### src/rtl/mem_arbiter_rr.sv
// rtl/mem_arbiter_rr.sv - round-robin arbiter sharing one single-port synchronous RAM among NREQ cores
//
// Purpose:
//   Lets NREQ cores take turns on a single-port synchronous RAM. Each
//   transaction runs IDLE -> ISSUE -> (WAIT x RD_LATENCY) -> DONE -> IDLE.
//   The grant rotates starting from the requester after the last one served.
//
// Ports:
//   clk, rst          core clock, asynchronous active-high reset
//   rden, wren        per-requester read / write request levels (write wins)
//   addr, din         per-requester address / write data, slot i at [i*W +: W]
//   dq                per-requester registered read data
//   ack               one-cycle completion pulse, shown during DONE
//   acq               one-hot ownership flag, high from ISSUE through DONE
//   busy              high whenever the arbiter is not in IDLE
//   ram_addr, ram_din, ram_wren, ram_q   RAM side

module mem_arbiter_rr #(
    parameter int NREQ       = 2,
    parameter int AW         = 8,
    parameter int DW         = 8,
    parameter int RD_LATENCY = 1
) (
    input  logic               clk,
    input  logic               rst,
    input  logic [NREQ-1:0]    rden,
    input  logic [NREQ-1:0]    wren,
    input  logic [NREQ*AW-1:0] addr,
    input  logic [NREQ*DW-1:0] din,
    output logic [NREQ*DW-1:0] dq,
    output logic [NREQ-1:0]    ack,
    output logic [NREQ-1:0]    acq,
    output logic               busy,
    output logic [AW-1:0]      ram_addr,
    output logic [DW-1:0]      ram_din,
    output logic               ram_wren,
    input  logic [DW-1:0]      ram_q
);

    localparam int GW = (NREQ > 1) ? $clog2(NREQ) : 1;
    localparam int CW = $clog2(RD_LATENCY + 1);

    typedef enum logic [1:0] {
        IDLE  = 2'd0,
        ISSUE = 2'd1,
        WAIT  = 2'd2,
        DONE  = 2'd3
    } state_t;

    state_t          state;
    logic [GW-1:0]   grant;
    logic [GW-1:0]   last_grant;
    logic [CW-1:0]   wait_cnt;
    logic            is_write;

    logic [NREQ-1:0] req;
    logic [GW-1:0]   pick;
    logic            pick_valid;
    logic [GW-1:0]   cand;
    int              sel_idx;

    assign req = rden | wren;

    function automatic logic [NREQ-1:0] onehot(input logic [GW-1:0] idx);
        logic [NREQ-1:0] v;
        v      = '0;
        v[idx] = 1'b1;
        return v;
    endfunction

    // Rotating priority search. Offsets are walked from the farthest to the
    // nearest so the requester closest after last_grant overwrites the rest.
    always_comb begin
        pick       = last_grant;
        pick_valid = 1'b0;
        sel_idx    = 0;
        cand       = '0;
        for (int k = NREQ; k >= 1; k--) begin
            sel_idx = (int'(last_grant) + k) % NREQ;
            cand    = GW'(sel_idx);
            if (req[cand]) begin
                pick       = cand;
                pick_valid = 1'b1;
            end
        end
    end

    // All outputs are registered: the values for a state are loaded on the
    // edge that enters that state, so they are valid throughout its cycle.
    always_ff @(posedge clk or posedge rst) begin
        if (rst) begin
            state      <= IDLE;
            grant      <= '0;
            last_grant <= GW'(NREQ - 1);
            wait_cnt   <= '0;
            is_write   <= 1'b0;
            ack        <= '0;
            acq        <= '0;
            busy       <= 1'b0;
            ram_addr   <= '0;
            ram_din    <= '0;
            ram_wren   <= 1'b0;
            dq         <= '0;
        end else begin
            ack <= '0;
            case (state)
                IDLE: begin
                    if (pick_valid) begin
                        grant      <= pick;
                        last_grant <= pick;
                        is_write   <= wren[pick];
                        acq        <= onehot(pick);
                        busy       <= 1'b1;
                        ram_addr   <= addr[pick*AW +: AW];
                        ram_din    <= din[pick*DW +: DW];
                        ram_wren   <= wren[pick];
                        state      <= ISSUE;
                    end
                end
                ISSUE: begin
                    // The RAM samples address/write enable on this edge.
                    ram_wren <= 1'b0;
                    if (is_write) begin
                        ack   <= onehot(grant);
                        state <= DONE;
                    end else begin
                        wait_cnt <= CW'(RD_LATENCY - 1);
                        state    <= WAIT;
                    end
                end
                WAIT: begin
                    if (wait_cnt == '0) begin
                        dq[grant*DW +: DW] <= ram_q;
                        ack                <= onehot(grant);
                        state              <= DONE;
                    end else begin
                        wait_cnt <= wait_cnt - 1'b1;
                    end
                end
                DONE: begin
                    // Always pass through IDLE so a requester still holding
                    // its request during the ack cycle is not served twice.
                    acq   <= '0;
                    busy  <= 1'b0;
                    state <= IDLE;
                end
                default: begin
                    state <= IDLE;
                end
            endcase
        end
    end

endmodule

### config.mk
export PLATFORM = sky130hd
export DESIGN_NAME = mem_arbiter_rr
export DESIGN_NICKNAME = d
export VERILOG_FILES = /design/src/rtl/mem_arbiter_rr.sv
export SDC_FILE = /design/constraint.sdc
export NUM_CORES = 1
export LEC_CHECK = 0
export CAP_MARGIN = 40
export CELL_PAD_IN_SITES_DETAIL_PLACEMENT = 0
export CELL_PAD_IN_SITES_GLOBAL_PLACEMENT = 1
export CORE_ASPECT_RATIO = 2
export CORE_MARGIN = 3
export CORE_UTILIZATION = 35
export DETAILED_ROUTE_END_ITERATION = 16
export DONT_BUFFER_PORTS = 1
export GPL_ROUTABILITY_DRIVEN = 0
export HOLD_SLACK_MARGIN = 0.05
export PLACE_DENSITY_LB_ADDON = 0.1
export SYNTH_ARGS = -nofsm -noshare
export SYNTH_HDL_FRONTEND = slang
export SYNTH_SLANG_ARGS = --single-unit
### constraint.sdc
create_clock -name clk -period 2.45 [get_ports clk]
set_input_delay 0.245 -clock clk [delete_from_list [all_inputs] [get_ports clk]]
set_output_delay 0.245 -clock clk [all_outputs]
set_load 0.02 [all_outputs]
==> results.txt, run 1 <==
Final WL - 4.67 mm
Fin Clk Skew - 12.1 ps
# diodes - 0
Root Driver - clkbuf_8
Largest family of logic cells by synthesized area - compound AO/OA/AOI/OAI gates
First-pass GRT wire length - 7.49 mm
Top cell type's share of synthesized area - 52.7%
Clk_lat worst skew - 300 ps
I/O pin count - 84
Area contributors post-synth - dfrtp_1 (53%), mux2_2 (9.0%), a31oi_1 (5.0%), nand3_1 (4.8%), o21ai_0 (4.3%)
Share of synthesized flip-flops with an asynchronous set or reset - 100%
Die width - 59.4 um
CTS H-tree depth - 2
Largest net degree at the start of global routing - 28
Count of pins over their slew limit - 0
Initial antenna violation count - 0
Die Ht - 113 um
Cell row count - 38
Simple-gate portion of the synthesized area - 12.7%
Clk pin slew, worst setup/hold paths - 90 ps
Iteration-0 DRC Markers - 31
Status - finished, final reports clean
Pwr Density - 1540 nW/um^2
Core area - 5470 sq um
Area grow syn2layout - 10.2%
Leakage - 0.910 nW
RSZ-0062 raised after global routing - false
Dominant cell type by area after synthesis - dfrtp_1
Fillers - 540
Crit path capture type - flop
Drt pass-1 iters - 4
Critical path type - reg2reg
Netlist cell types - 34
Post-synthesis xor/xnor area fraction - 0%
Period minus WS final - 2010 ps
Post-Syn Area - 1990 sq um
CP max stage cell - o41a_1
VDD IR max - 0.770 mV
# DRC - 0
Least-Margin Pin Slew - 777 ps
Port bufs - 0
Final setup TNS - 0 ps
Mapped Cells - 185
Post-synth EDFFs - 0
Min-delay worst type - in2reg
Number of synthesized register bits - 43
Synthesized Nets - 236
Compound-gate portion of the synthesized area - 15.3%
Fmax - 498 MHz
Mean Syn Cell Area - 10.8 sq um
Worst Path Max Fanout - 27
Vias - 1400
CP cell instances - inv_1 > ha_1 > o41a_1 > buf_12 > nor2_1 > a31oi_1
Share of layout cells above drive strength 1 - 18.7%
Drt via density - 5.67
Clock buffer depth - 2
CP peak stage delay - 540 ps
GRT Util Overall - 14.7%
Yosys warns - 0
Starting Density - 36.5%
Most frequent cell after synthesis - dfrtp_1
DP HPWL - 3.44 mm
Critical Path RT - 2670 ps
Wire per inst - 18.9 um
CTS tree - yes
Final nets - 237
Adder-cell area share of the yosys netlist - 3.14%
Setup crit start kind - flop
Clock buffer count from CTS - 5
Hold Violations, Final - 0
Sink Count - 43
Final ANT Viol Nets - 0
Arrival @ worst endpoint - 2230 ps
Vias in the first global route - 1522
Final setup viols - 0
Die area - 6690 sq um
Pwr Total - 3.39 mW
Multiplexer share of the synthesized area - 9.79%
Final worst-path cycle share - 82.0%
Remaining global-route overflow - 0
Max_slew headroom - 48.2%
Seq/Total Area, Yosys - 54.0%
Top FF cell, synth - dfrtp_1
Post-synth top cells - dfrtp_1 (42), nor2_1 (20), nand3_1 (19)
Max Cap Viol - 0
## state kept, by name, indices dropped and copies added, names as in the netlist
register    flops
dq             16
ram_addr        8
busy            1
acq             2
ack             2
is_write        1
ram_wren        1
ram_din         8
state           2
last_grant      1
grant           1
## worst paths after layout
| kind | start | end | slack (ps) | cells past startpoint |
|---|---|---|---|---|
| setup / recovery | state[0] | ram_din[4] | 440 | 6 |
| hold / removal | addr[5] | ram_addr[5] | 90 | 2 |
| setup reg to reg | state[0] | ram_din[4] | 440 | 6 |
| hold reg to reg | grant | ack[0] | 510 | 1 |
| max in group asynchronous | rst | last_grant | 1520 | 3 |
| min in group asynchronous | rst | ram_din[5] | 390 | 2 |
## area by class of cell
type	instances	area, sq um	area share [%]
Clock buffer	6	72.6	3.30
Clock inverter	2	60.1	2.73
Inverter	8	30.0	1.37
Multi-Input combinational cell	123	817	37.2
Sequential cell	43	1080	49.0
Tap cell	60	75.1	3.42
Timing Repair Buffer	5	65.1	2.96
## per-layer routing
| metal | GRT usage, % | wire [um] | share of wire [%] |
|---|---|---|---|
| met5 | 0 | 0 | 0 |
| met4 | 5.90 | 85 | 1.8 |
| met3 | 5.02 | 458 | 9.8 |
| met2 | 26.4 | 2570 | 55 |
| met1 | 14.6 | 1560 | 33 |
## what timing repair did
item | in CTS | in global routing
gates resized for setup | 0 | 0
hold endpoints to repair | 17 | 0
hold buffers | 1 | 0
buffers inserted | 0 | 0
## stage by stage
step / setup slack [ps] / utilization [%] / hold slack (ps) / instance area (sq um) / cells
floorplan: 889 / - / 396 / 1990 / 185
global placement: 535 / 37.2 / 351 / 2030 / 237
detailed placement: 433 / 37.6 / 140 / 2050 / 238
CTS: 416 / 40.2 / 84.7 / 2200 / 247
global route: 240 / 40.2 / 84.5 / 2200 / 247
finish: 442 / 40.2 / 94.8 / 2200 / 247
## logic make-up after synthesis
group,Yosys count
AOI/OAI and AO/OA,50
adders and majority gates,5
buffers and inverters,19
DFF,43
and+or+nand+nor,51
muxes,17
## power breakdown
group | internal [mW] | leakage (nW) | switching [mW] | total (mW)
Sequential | 1.07 | 0.504 | 0.627 | 1.69
Combinational | 0.498 | 0.340 | 0.551 | 1.05
Clock | 0.408 | 0.0654 | 0.243 | 0.650
## worst max-delay path: cells and delay by family (launching register included)
kind / cells / cell delay [ps]
AOI/OAI and AO/OA: 2 / 680
DFF: 1 / 410
adders and majority gates: 1 / 410
buffers and inverters: 2 / 390
and+or+nand+nor: 1 / 50
## cell usage in the layout (no fill, tap or decap), types with 2 or more instances in the layout
cell type  netlist  layout
a31oi_1         16      16
o21ai_0         17      17
mux2_2          16      16
o21ai_1          3       3
dfrtp_1         42      42
o22ai_1          2       2
nand2_1          3       3
buf_12           0       2
clkbuf_8         0       5
buf_4            0       2
bufinv_16        0       2
nor2_1          20      20
inv_1            8       7
ha_1             5       5
a21oi_1          4       4
nand3_1         19      19
Note: power is estimated with default switching activity, not from simulation.
==> run 2, diff against run 1 <==
==> constraint.sdc (replaced) <==
create_clock -name clk -period 2.1 [get_ports clk]
set_input_delay 0.21 -clock clk [delete_from_list [all_inputs] [get_ports clk]]
set_output_delay 0.21 -clock clk [all_outputs]
set_load 0.02 [all_outputs]
==> results.txt, run 2 (synthesis results as in run 1) <==
Clk_lat worst skew - 290 ps (about the same)
Final worst-path cycle share - 78.4% (-3.6 points)
Initial antenna violation count - 0 (unchanged)
Pwr Density - 1760 nW/um^2 (+14%)
Fmax - 608 MHz (+22%)
# diodes - 0 (unchanged)
GRT Util Overall - 14.3% (-0.40 points)
Wire per inst - 18.3 um (-3.5%)
Critical path type - reg2reg
# DRC - 0 (unchanged)
VDD IR max - 1.03 mV (+34%)
Clk pin slew, worst setup/hold paths - 80 ps (about the same)
PostCTS Resize Cnt - 0 (unchanged)
Leakage - 0.933 nW (+2.6%)
Drt pass-1 iters - 4 (unchanged)
Biggest regs - dq (16), ram_addr (8), ram_din (8)
RSZ-0062 raised after global routing - false
Final ANT Viol Nets - 0 (unchanged)
Root Driver - clkbuf_8
Cells on worst reg2reg path - 3 (-3)
Clock buffer count from CTS - 5 (unchanged)
Sink Count - 43 (unchanged)
Clock buffer depth - 2 (unchanged)
Share of layout cells above drive strength 1 - 19.2% (+0.45 points)
Final WL - 4.62 mm (-1.2%)
Die width - 59.4 um (unchanged)
Area grow syn2layout - 12.4%
First-pass GRT wire length - 7.25 mm (-3.2%)
I/O pin count - 84 (unchanged)
CTS H-tree depth - 2 (unchanged)
Min-delay worst type - in2reg
Hold Buf Count CTS - 1 (unchanged)
Port bufs - 0 (unchanged)
Worst Path Max Fanout - 17 (-37%)
Final nets - 243 (+2.5%)
Count of pins over their slew limit - 0 (unchanged)
Max Cap Viol - 0 (unchanged)
Die Ht - 113 um (unchanged)
Least-Margin Pin Slew - 685 ps (-91.3 ps)
Drt via density - 5.71 (+0.70%)
Die area - 6690 sq um (unchanged)
Top reg by flops - dq
Arrival @ worst endpoint - 1820 ps (-410 ps)
Starting Density - 36.5% (unchanged)
Status - finished, final reports clean
Remaining global-route overflow - 0 (unchanged)
Setup crit start kind - flop
CTS tree - yes
R2R setup slack - 450 ps (about the same)
WHS Path Cells - 1 (-1)
Vias - 1444 (+3.1%)
Final setup viols - 0 (unchanged)
Fin Clk Skew - 8.81 ps (-3.32 ps)
Crit path capture type - flop
Largest net degree at the start of global routing - 28 (unchanged)
Commonest non-fill, non-tap cell in the layout - dfrtp_1
# Post-CTS Setup Buffers - 0 (unchanged)
Final setup TNS - 0 ps (unchanged)
Hold Violations, Final - 0 (unchanged)
Iteration-0 DRC Markers - 45 (+45%)
WHS - 65.4 ps (-29.4 ps)
Max FFs per register - 16 (unchanged)
Vias in the first global route - 1519 (-0.20%)
Period minus WS final - 1650 ps (-362 ps)
Critical Path RT - 2270 ps (-400 ps)
Cell row count - 38 (unchanged)
Core area - 5470 sq um (unchanged)
Most frequent cells in the layout - dfrtp_1 (42), nor2_1 (20), nand3_1 (19)
DP HPWL - 3.50 mm (+1.8%)
Max_slew headroom - 54.3% (+6.1 points)
-- run 2: cell count changes in the layout (fill, tap and decap cells not counted) --
cell	previous run	this run
buf_12	2	1
buf_4	2	5
dlygate4sd3_1	1	5
-- run 2: per-stage QoR --
| stage | cell area, sq um | instances | total power, mW | utilization [%] | setup slack (ps) |
|---|---|---|---|---|---|
| after floorplan | 1990 | 185 | 2.93 | - | 539 |
| after global placement | 2040 | 239 | 3.16 | 37.3 | 477 |
| after detailed placement | 2060 | 240 | 3.25 | 37.6 | 461 |
| after CTS | 2200 | 249 | 4.01 | 40.2 | 446 |
| after global routing | 2240 | 253 | 4.22 | 41.0 | 300 |
| final | 2240 | 253 | 3.94 | 41.0 | 455 |
-- run 2: critical path, stage by stage (launching register included) --
cell	delay, ps
dfstp_2	570
or3b_1	630
nand3_1	230
o22ai_1	100
-- run 2: final timing paths --
path / start / endpoint
max in group asynchronous: rst / last_grant
setup reg to reg: last_grant / acq[0]
min in group asynchronous: rst / ram_addr[2]
hold / removal: ram_q[2] / dq[2]
setup / recovery: last_grant / acq[0]
hold reg to reg: grant / ack[0]
-- run 2: final cells by class --
type | instances | area (sq um)
clock buffers | 6 | 72.6
clock inverters | 2 | 60.1
fillers | 533 | 3230
inverters | 8 | 30.0
multi-input cells | 123 | 817
flip-flops and latches | 43 | 1080
well taps | 60 | 75.1
repair buffers | 11 | 108
-- run 2: report_power, final --
part / internal (mW) / switching, mW
combinational: 0.581 / 0.638
clock: 0.475 / 0.276
sequential: 1.25 / 0.728
-- run 2: per-layer routing --
metal / vias to the layer above / GRT usage, % / wire [um]
met3: 6 / 5.14 / 425
met2: 64 / 24.5 / 2450
met5: - / 0 / 0
met1: 701 / 15.3 / 1670
met4: 0 / 5.75 / 77
li1: 673 / - / -
==> run 3, diff against run 2 <==
--- a/config.mk
+++ b/config.mk
@@ -5,6 +5,7 @@
 export SDC_FILE = /design/constraint.sdc
 export NUM_CORES = 1
 export LEC_CHECK = 0
+export ABC_AREA = 1
 export CAP_MARGIN = 40
 export CELL_PAD_IN_SITES_DETAIL_PLACEMENT = 0
 export CELL_PAD_IN_SITES_GLOBAL_PLACEMENT = 1
==> constraint.sdc (replaced) <==
create_clock -name clk -period 1.5 [get_ports clk]
set_input_delay 0.15 -clock clk [delete_from_list [all_inputs] [get_ports clk]]
set_output_delay 0.15 -clock clk [all_outputs]
set_load 0.02 [all_outputs]
==> results.txt, run 3 <==
Status - finished, final reports clean
Mean Syn Cell Area - 7.91 sq um (-27%)
Netlist cell types - 23 (-32%)
Clock buffer count from CTS - 5 (unchanged)
Post-synthesis xor/xnor area fraction - 0% (unchanged)
Critical path type - reg2reg
Fin Clk Skew - 3.98 ps (-4.84 ps)
CTS tree - yes
Die width - 60.3 um (+1.6%)
Sw power - 2.54 mW (+55%)
Final setup TNS - 0 ps (unchanged)
Post-synth EDFFs - 0 (unchanged)
Sink Count - 43 (unchanged)
Int Pwr - 3.26 mW (+41%)
Fmax - 733 MHz (+21%)
Max FFs per register - 16 (unchanged)
Clock buffer depth - 2 (unchanged)
Clk network pwr share - 21.7% (+2.7 points)
Vias in the first global route - 1669 (+9.9%)
Compound-gate portion of the synthesized area - 7.94% (-7.4 points)
Area contributors post-synth - dfrtp_1 (51%), nand2_1 (17%), inv_1 (8.9%), o21ai_0 (5.6%), nand3_1 (5.1%)
Worst setup margin - 136 ps (-319 ps)
Top reg by flops - dq
Arrival @ worst endpoint - 1590 ps (-230 ps)
Area grow syn2layout - 18.3%
Most frequent cell after synthesis - nand2_1
Dominant cell type by area after synthesis - dfrtp_1
First-pass GRT wire length - 7.78 mm (+7.3%)
Largest family of logic cells by synthesized area - simple AND/OR/NAND/NOR gates
Synthesized Nets - 312 (+32%)
Top cell type's share of synthesized area - 50.9% (-1.8 points)
Least-Margin Pin Slew - 459 ps (-226 ps)
Top FF cell, synth - dfrtp_1
Critical Path RT - 1720 ps (-550 ps)
Share of synthesized flip-flops with an asynchronous set or reset - 100% (unchanged)
Flop pwr share - 47.5% (-2.5 points)
Root Driver - clkbuf_16
Worst Path Max Fanout - 5 (-12)
Clk_lat worst skew - 280 ps (about the same)
Final setup viols - 0 (unchanged)
Initial antenna violation count - 0 (unchanged)
CTS H-tree depth - 2 (unchanged)
Die Ht - 115 um (+1.7%)
Yosys warns - 0 (unchanged)
Multiplexer share of the synthesized area - 0% (-9.8 points)
Count of pins over their slew limit - 0 (unchanged)
Starting Density - 36.1% (-0.31 points)
# diodes - 0 (unchanged)
Worst Path Buf+Inv - 2 (+2)
Crit path capture type - flop
Simple-gate portion of the synthesized area - 24.9% (+12 points)
DP HPWL - 3.72 mm (+6.3%)
Largest delay contributor family on the critical path - simple AND/OR/NAND/NOR gates
Cell row count - 39 (+2.6%)
Final ANT Viol Nets - 0 (unchanged)
Final worst-path cycle share - 90.9% (+13 points)
Clk pin slew, worst setup/hold paths - 60 ps (-20 ps)
Largest net degree at the start of global routing - 26 (-7.1%)
Drt via density - 4.77 (-16%)
CP cell instances - inv_2 > ha_1 > buf_4 > or2_2 > nand2_1 > nand3_1 > nand2_1
Final nets - 330 (+36%)
Core area - 5710 sq um (+4.4%)
Adder-cell area share of the yosys netlist - 3.03% (-0.11 points)
Sw Ratio - 43.9% (+2.2 points)
Biggest regs - dq (16), ram_addr (8), ram_din (8)
RSZ-0062 raised after global routing - false
Comb pwr share - 30.8% (about the same)
Most frequent cells in the layout - nand2_1 (93), inv_1 (47), dfrtp_1 (42)
Mapped Cells - 261 (+41%)
Vias - 1626 (+13%)
Hold Violations, Final - 0 (unchanged)
Number of synthesized register bits - 43 (unchanged)
GRT Util Overall - 15.1% (+0.81 points)
Share of layout cells above drive strength 1 - 10.7% (-8.5 points)
Iteration-0 DRC Markers - 39 (-13%)
Max_slew headroom - 69.4% (+15 points)
Crit path top cell by count - nand2_1
Die area - 6910 sq um (+3.2%)
CP max stage cell - dfrtp_1
I/O pin count - 84 (unchanged)
Final WL - 4.86 mm (+5.2%)
Setup crit start kind - flop
CP peak stage delay - 380 ps (-250 ps)
Remaining global-route overflow - 0 (unchanged)
Wire per inst - 14.2 um (-22%)
Port bufs - 0 (unchanged)
# DRC - 0 (unchanged)
VDD IR max - 1.22 mV (+19%)
Pwr Total - 5.80 mW (+47%)
Pre-CTS setup slack - 114 ps (-347 ps)
Max Cap Viol - 0 (unchanged)
Period minus WS final - 1360 ps (-281 ps)
Post-Syn Area - 2060 sq um (+3.5%)
Leakage - 1.36 nW (+45%)
Drt pass-1 iters - 4 (unchanged)
Min-delay worst type - in2reg
Commonest non-fill, non-tap cell in the layout - nand2_1
Pwr Density - 2380 nW/um^2 (+35%)
Seq/Total Area, Yosys - 52.2% (-1.8 points)
Post-synth top cells - nand2_1 (94), inv_1 (49), dfrtp_1 (42)
[run 3: changes by cell type in the layout (fill, tap and decap cells not counted), moves of 4 or more]
cell / change
mux2_2: -16
clkbuf_16: +5
dlygate4sd3_1: +4
o21ai_0: +6
buf_4: +4
clkbuf_8: -4
nand2_1: +90
inv_1: +40
a31oi_1: -16
nor2_1: -19
[run 3: kinds of logic (layout without fill, tap and decap cells)]
kind of cell    count (synthesis)  after routing
compound gates                 31             31
fa+ha+maj                       5              5
buf+inv                        59             78
flops                          43             43
simple gates                  123            123
[run 3: cell type report]
| class | instances | area [sq um] |
|---|---|---|
| fill | 615 | 3270 |
| clock buffer | 6 | 139 |
| sequential | 43 | 1080 |
| tap | 61 | 76.3 |
| clock inverter | 2 | 35.0 |
| inverter | 51 | 194 |
| timing repair buffer | 19 | 178 |
| multi-input combinational | 159 | 742 |
[run 3: path summary, 6_finish.rpt]
| path | startpoint | to | slack, ps | cells past startpoint |
|---|---|---|---|---|
| min in group asynchronous | rst | ram_din[7] | 340 | 2 |
| max reg2reg | state[1] | ram_wren | 140 | 7 |
| min | din[3] | ram_din[3] | 80 | 4 |
| max in group asynchronous | rst | last_grant | 600 | 3 |
| min reg2reg | grant | ack[0] | 490 | 1 |
| max | state[1] | ram_wren | 140 | 7 |
[run 3: layer usage]
metal,GRT usage (%),part of all wire [%],vias to the layer above
met4,6.80,2.2,0
li1,-,-,819
met5,0,0,-
met2,25.7,52,57
met1,16.4,38,741
met3,4.74,7.5,9
[run 3: timing repair]
item / in CTS / in global routing
hold buffers: 9 / 0
gates resized for setup: 0 / 2
setup buffers: 0 / 0
hold endpoints to repair: 34 / 0
setup endpoints to repair: 0 / 13
[run 3: through the flow]
step           instance area [sq um]  hold WS (ps)  instances  utilization, %
2_1_floorplan                   2060           309        261               -
3_3_place_gp                    2170          76.9        324            38.1
3_5_place_dp                    2170          75.4        324            38.1
4_1_cts                         2440          71.2        341            42.7
5_1_grt                         2440          89.9        341            42.8
6_report                        2440          76.3        341            42.8
[run 3: worst min-delay path: cells and delay by family]
family,cells,cell delay [ps]
and+or+nand+nor,3,160
buffers and inverters,1,20
[run 3: power groups by stage]
stage / clock [mW] / sequential [mW] / combinational, mW
after detailed placement: 0 / 2.78 / 1.82
after global placement: 0 / 2.79 / 1.81
after CTS: 1.31 / 2.78 / 1.84
after floorplan: 0 / 2.65 / 1.39
final: 1.26 / 2.75 / 1.78
after global routing: 1.35 / 2.83 / 2.14
